==> config.mk <==
export PLATFORM = sky130hd
export DESIGN_NAME = uart_tx
export DESIGN_NICKNAME = d
export VERILOG_FILES = /design/src/rtl/uart_tx.sv
export SDC_FILE = /design/constraint.sdc
export NUM_CORES = 1
export LEC_CHECK = 0
export BUFFER_PORTS_ARGS = -buffer_cell sky130_fd_sc_hd__buf_4
export CORE_MARGIN = 2
export CORE_UTILIZATION = 52
export CTS_CLUSTER_DIAMETER = 30
export DETAILED_ROUTE_END_ITERATION = 8
export PLACE_DENSITY = 0.71
export SLEW_MARGIN = 5
export SYNTH_ARGS = -nofsm -noshare
export SYNTH_HDL_FRONTEND = slang
export SYNTH_SLANG_ARGS = --single-unit
==> constraint.sdc <==
create_clock -name clk -period 2 [get_ports clk]
set_input_delay 0.1 -clock clk [delete_from_list [all_inputs] [get_ports clk]]
set_output_delay 0.1 -clock clk [all_outputs]
set_load 0.005 [all_outputs]
==> src/rtl/uart_tx.sv <==
// uart_tx -- 8N1 UART transmitter, LSB first, fixed baud set by CLKS_PER_BIT.
//
// A byte is taken from the system side over a valid/ready handshake while the
// transmitter is idle. The byte is then sent on the registered serial line:
// one start bit, eight data bits, an optional parity bit and one stop bit.
// A single DONE cycle follows the stop bit, and then the transmitter is idle
// again.
//
// Parameters:
//   CLKS_PER_BIT  clock cycles per serial bit (>= 2); 5208 = 9600 baud @ 50 MHz
//   PARITY_ODD    0 = even parity, 1 = odd parity (used only with the macro)
//
// Optional feature:
//   UART_TX_PARITY_EN  when defined, a parity bit is inserted after D7
//
// Ports:
//   clk       system clock, rising edge
//   rst       synchronous active-high reset; aborts any frame in flight
//   tx_data   byte to send, sampled only on an accepted handshake
//   tx_valid  request to send tx_data
//   tx_ready  high only while idle; handshake is tx_valid & tx_ready
//   tx        serial output, registered, idles high
//   busy      high from the cycle after acceptance through the DONE cycle
//   done      one-cycle pulse after the stop bit completes
module uart_tx #(
    parameter int CLKS_PER_BIT = 5208,
    parameter int PARITY_ODD   = 0
) (
    input  logic       clk,
    input  logic       rst,
    input  logic [7:0] tx_data,
    input  logic       tx_valid,
    output logic       tx_ready,
    output logic       tx,
    output logic       busy,
    output logic       done
);

    localparam int                BAUD_W    = $clog2(CLKS_PER_BIT);
    localparam logic [BAUD_W-1:0] BAUD_LAST = BAUD_W'(CLKS_PER_BIT - 1);

    // Reject parameter values outside the legal range when the design is elaborated.
    if (CLKS_PER_BIT < 2) begin : g_bad_clks
        $error("uart_tx: CLKS_PER_BIT must be >= 2");
    end
    if (PARITY_ODD != 0 && PARITY_ODD != 1) begin : g_bad_parity
        $error("uart_tx: PARITY_ODD must be 0 or 1");
    end

`ifdef UART_TX_PARITY_EN
    typedef enum logic [2:0] {
        S_IDLE   = 3'd0,
        S_START  = 3'd1,
        S_DATA   = 3'd2,
        S_PARITY = 3'd3,
        S_STOP   = 3'd4,
        S_DONE   = 3'd5
    } state_t;
`else
    typedef enum logic [2:0] {
        S_IDLE  = 3'd0,
        S_START = 3'd1,
        S_DATA  = 3'd2,
        S_STOP  = 3'd4,
        S_DONE  = 3'd5
    } state_t;
`endif

    state_t            state;
    logic [BAUD_W-1:0] baud_cnt;
    logic [2:0]        bit_cnt;
    logic [7:0]        shift;
    logic              baud_last;
`ifdef UART_TX_PARITY_EN
    logic              parity;
`endif

    assign tx_ready  = (state == S_IDLE);
    assign baud_last = (baud_cnt == BAUD_LAST);

    always_ff @(posedge clk) begin
        if (rst) begin
            state    <= S_IDLE;
            tx       <= 1'b1;
            busy     <= 1'b0;
            done     <= 1'b0;
            baud_cnt <= '0;
            bit_cnt  <= '0;
            shift    <= '0;
`ifdef UART_TX_PARITY_EN
            parity   <= 1'b0;
`endif
        end else begin
            done <= 1'b0;
            case (state)
                S_IDLE: begin
                    tx   <= 1'b1;
                    busy <= 1'b0;
                    if (tx_valid && tx_ready) begin
                        shift    <= tx_data;
                        baud_cnt <= '0;
                        bit_cnt  <= '0;
                        tx       <= 1'b0;
                        busy     <= 1'b1;
                        state    <= S_START;
`ifdef UART_TX_PARITY_EN
                        // The parity bit is taken from the whole byte at acceptance,
                        // so it is ready before the shift register is consumed.
                        parity   <= (^tx_data) ^ (PARITY_ODD != 0);
`endif
                    end
                end

                S_START: begin
                    if (baud_last) begin
                        baud_cnt <= '0;
                        tx       <= shift[0];
                        state    <= S_DATA;
                    end else begin
                        baud_cnt <= baud_cnt + 1'b1;
                    end
                end

                S_DATA: begin
                    if (baud_last) begin
                        baud_cnt <= '0;
                        if (bit_cnt == 3'd7) begin
`ifdef UART_TX_PARITY_EN
                            tx    <= parity;
                            state <= S_PARITY;
`else
                            tx    <= 1'b1;
                            state <= S_STOP;
`endif
                        end else begin
                            // tx is registered, so the next bit is shift[1], one bit
                            // ahead of the value that the shift leaves in shift[0].
                            bit_cnt <= bit_cnt + 3'd1;
                            shift   <= {1'b0, shift[7:1]};
                            tx      <= shift[1];
                        end
                    end else begin
                        baud_cnt <= baud_cnt + 1'b1;
                    end
                end

`ifdef UART_TX_PARITY_EN
                S_PARITY: begin
                    if (baud_last) begin
                        baud_cnt <= '0;
                        tx       <= 1'b1;
                        state    <= S_STOP;
                    end else begin
                        baud_cnt <= baud_cnt + 1'b1;
                    end
                end
`endif

                S_STOP: begin
                    tx <= 1'b1;
                    if (baud_last) begin
                        baud_cnt <= '0;
                        done     <= 1'b1;
                        state    <= S_DONE;
                    end else begin
                        baud_cnt <= baud_cnt + 1'b1;
                    end
                end

                S_DONE: begin
                    tx    <= 1'b1;
                    busy  <= 1'b0;
                    state <= S_IDLE;
                end

                default: begin
                    tx       <= 1'b1;
                    busy     <= 1'b0;
                    baud_cnt <= '0;
                    bit_cnt  <= '0;
                    state    <= S_IDLE;
                end
            endcase
        end
    end

endmodule
==> run summary <==
* complete, no violations — result of the run
* built — TritonCTS clock tree
* 1304 — number of global-route vias before repair
* 0.003596 mm² — Die Area
* 786.9 mW/mm² — power density over cell area
* true — setup repair after global routing missed its margin
* 5 — TritonCTS Buffers
* 0 — overall overflow remaining after global route
* 8.574 µm² — Avg Synthesized Cell Area
* 31.05 ps — worst hold slack
* 1479 µW — Power Total
* 0 — number of buffers inserted to repair setup after CTS
* 36.87% — share of the yosys chip area belonging to registers
* 0 — DRC violations left
* 0.4952 mV — maximum resistive drop on vdd
* 0 — final-report hold violation count
* or4_4 — Critical Path Most Common Cell
* 96.40% — post-route fraction of the period consumed by the critical path
* in -> reg — Hold Crit Class
* 0.0006567 µW — Leakage Power
* 190 — synthesized instance count
* 2.625 mm — estimated wirelength of the detail-placed design
* 0.5187 GHz — timing-limited maximum frequency
* 2 — Max Buffers Root-to-Sink
* dfxtp_1 — most common flop cell mapped by yosys
* 0.003028 mm² — area of the core region
* 0 — buffer and inverter count on the worst path
* 550 ps — Crit path largest cell delay
* 223 — Net count, final
* 6 — top fanout value on the critical path
* 59.97 µm — Horiz. Die Dim
* clkbuf_4 — cell chosen for the clock root
* 59.97 µm — DIE HEIGHT
* 0 — Slew Viols, Final
* 0 — number of nets with antenna violations after routing
* 35 — largest net degree at the start of global routing
* 14 — total of buffers placed on input and output ports
* 8.139 ps — clock tree skew after final layout
* dfxtp_1, nand2_1, nor3_1 — leading cell types by total area after synthesis
* simple AND/OR/NAND/NOR gates — kind of cell with the highest combined delay on the critical path
* 90 ps — clock-pin transition on the worst setup and hold timing paths
* reg -> reg — path type of the worst setup path
* flip-flop — element type at the critical path start
* 2270 ps — required time of the critical path
* 0 — YS warnings
* 4 — cells on worst reg2reg path
* 1928 ps — time the final worst path needs with I/O delays and setup
* dfxtp_1 — library cell occupying the most area in the post-synthesis netlist
* 4 — count of TritonRoute iterations in the first routing pass
* 4 — critical path depth in cells
* 340 ps — worst-skew pair later-pin latency
* 15 — I/O pin cnt
* dfxtp_1 — most frequent cell after synthesis
* 0.001629 mm² — combined area of all synthesized cells
* 20 — total number of placement rows
* 2190 ps — Arrival @ worst endpoint
* 0 — diode count
* 5.830 mm — wire length of the first global-routing pass
* 0 — total setup violations reported at the end of the flow
* 0.8571 — RePlAce Congestion
* 60 — DRC marker count from the first detailed-route iteration
* 53.80% — starting density of the core
* 30 — CTS sink cnt
* 22.01% — share of final-layout standard cells stronger than drive strength 1
* flip-flop — endpoint type of the worst setup path
* nand3_1, or4_4, or4_4, a311oi_2 — crit-path cells
* 5.913 — via density per instance
* 1496 — DR vias
* 0 — Post-synth EDFFs
* 3.632 mm — total detailed-routing wirelength
* 14.36 µm — final routed wire length divided by cell count
* 48 — count of different cell masters after synthesis
* 100.5 ps — minimum setup slack after placement
* 0% — ys async rst share
* 36.87% — fraction of synthesized cell area taken by the top area cell type
* 30 — number of flip-flops and latches in the synthesized netlist
* 0 — antenna violations before repair
* 3 — Hold Path Stages
* 72.07 ps — setup slack after layout
* 15.36% — area growth from synthesis to layout
* 60.17% — Max transition margin
* 591.9 ps — Worst-Margin Slew
* 0 — count of maximum capacitance violations
* 204 — nets in the synthesized netlist
* dfxtp_1, nand2_1, nor3_1 — most instantiated cells after synthesis
* 21.86% — global-route total usage across every layer
* 2 — CTS H-tree lvls
* or4_4 — worst-path cell with the longest stage delay
## logic make-up after synthesis
logic type               after synthesis  synth area share [%]
flip-flops                            30                 36.87
buffers and inverters                 19                 5.453
AO/OA/AOI/OAI                         39                 18.20
AND/OR/NAND/NOR                       89                 31.49
multiplexers                           3                 1.920
adder cells (fa/ha/maj)                3                 2.304
XOR/XNOR                               7                 3.764
## report_power, final
group | switching (µW) | internal, µW | leakage (µW)
clock | 207 | 132 | 0.0000254
sequential | 31.8 | 649 | 0.000244
combinational | 256 | 202 | 0.000387
total | 496 | 983 | 0.000657
## sequential cells by signal (all words and copies together), names as in the netlist
name and flops:
baud_cnt 13, shift 8, bit_cnt 3, state 3
busy 1, done 1, tx 1
## path summary, 6_finish.rpt
path	to	startpoint	slack (ps)
worst max-delay path	baud_cnt[7]$_SDFFE_PP0P_	baud_cnt[3]$_SDFFE_PP0P_	70
worst min-delay path	shift[5]$_SDFFE_PP0P_	tx_data[5]	30
worst min register to register	shift[7]$_SDFFE_PP0P_	shift[7]$_SDFFE_PP0P_	480
worst max register to register	baud_cnt[7]$_SDFFE_PP0P_	baud_cnt[3]$_SDFFE_PP0P_	70
## through the flow
stage	instances	setup TNS, ps	area (µm²)	utilization (%)
after floorplan	190	0	1629	-
after global placement	245	0	1805	59.63
after detailed placement	245	0	1805	59.63
after CTS	253	0	1861	61.45
after global routing	253	-17.98	1879	62.07
final	253	0	1879	62.07
## layout make-up
cell class	instances	area [µm²]
clock buffer	7	45.04
fill	277	1149
inverter	4	15.01
multi-input combinational	141	958.4
sequential	30	600.6
tap	44	55.05
timing repair buffer	27	205.2
## worst min-delay path: cells and delay by family
| family | cells | cell delay [ps] |
|---|---|---|
| AO/OA/AOI/OAI | 1 | 80 |
| buffers and inverters | 1 | 110 |
| AND/OR/NAND/NOR | 1 | 50 |
## per-layer routing
layer  vias to the layer above  share of wire, %  wire length [µm]  GRT usage [%]
met5                         -                 0                 0              0
met4                         0               1.2                42          11.11
met3                         4               5.3               192          5.411
li1                        748                 -                 -              -
met1                       704                44              1588          26.16
met2                        40                50              1808          36.02
## layout by cell type, fill, tap and decap left out, drive strengths merged, types with 5 or more instances in the layout
cell type / instances
a311oi: 9
nor3: 16
xnor2: 6
a21oi: 7
clkbuf: 7
nand3: 6
buf: 26
nor4: 5
dfxtp: 30
nand3b: 5
nor2: 5
nand2: 24
a211oi: 5
## what timing repair did
item / 4_1_cts / 5_1_grt
resized for setup: 0 / 4
hold endpoints to repair: 1 / 0
setup endpoints to repair: 0 / 9
hold buffers: 1 / 0
No activity file was read; power rests on OpenSTA's default activity.
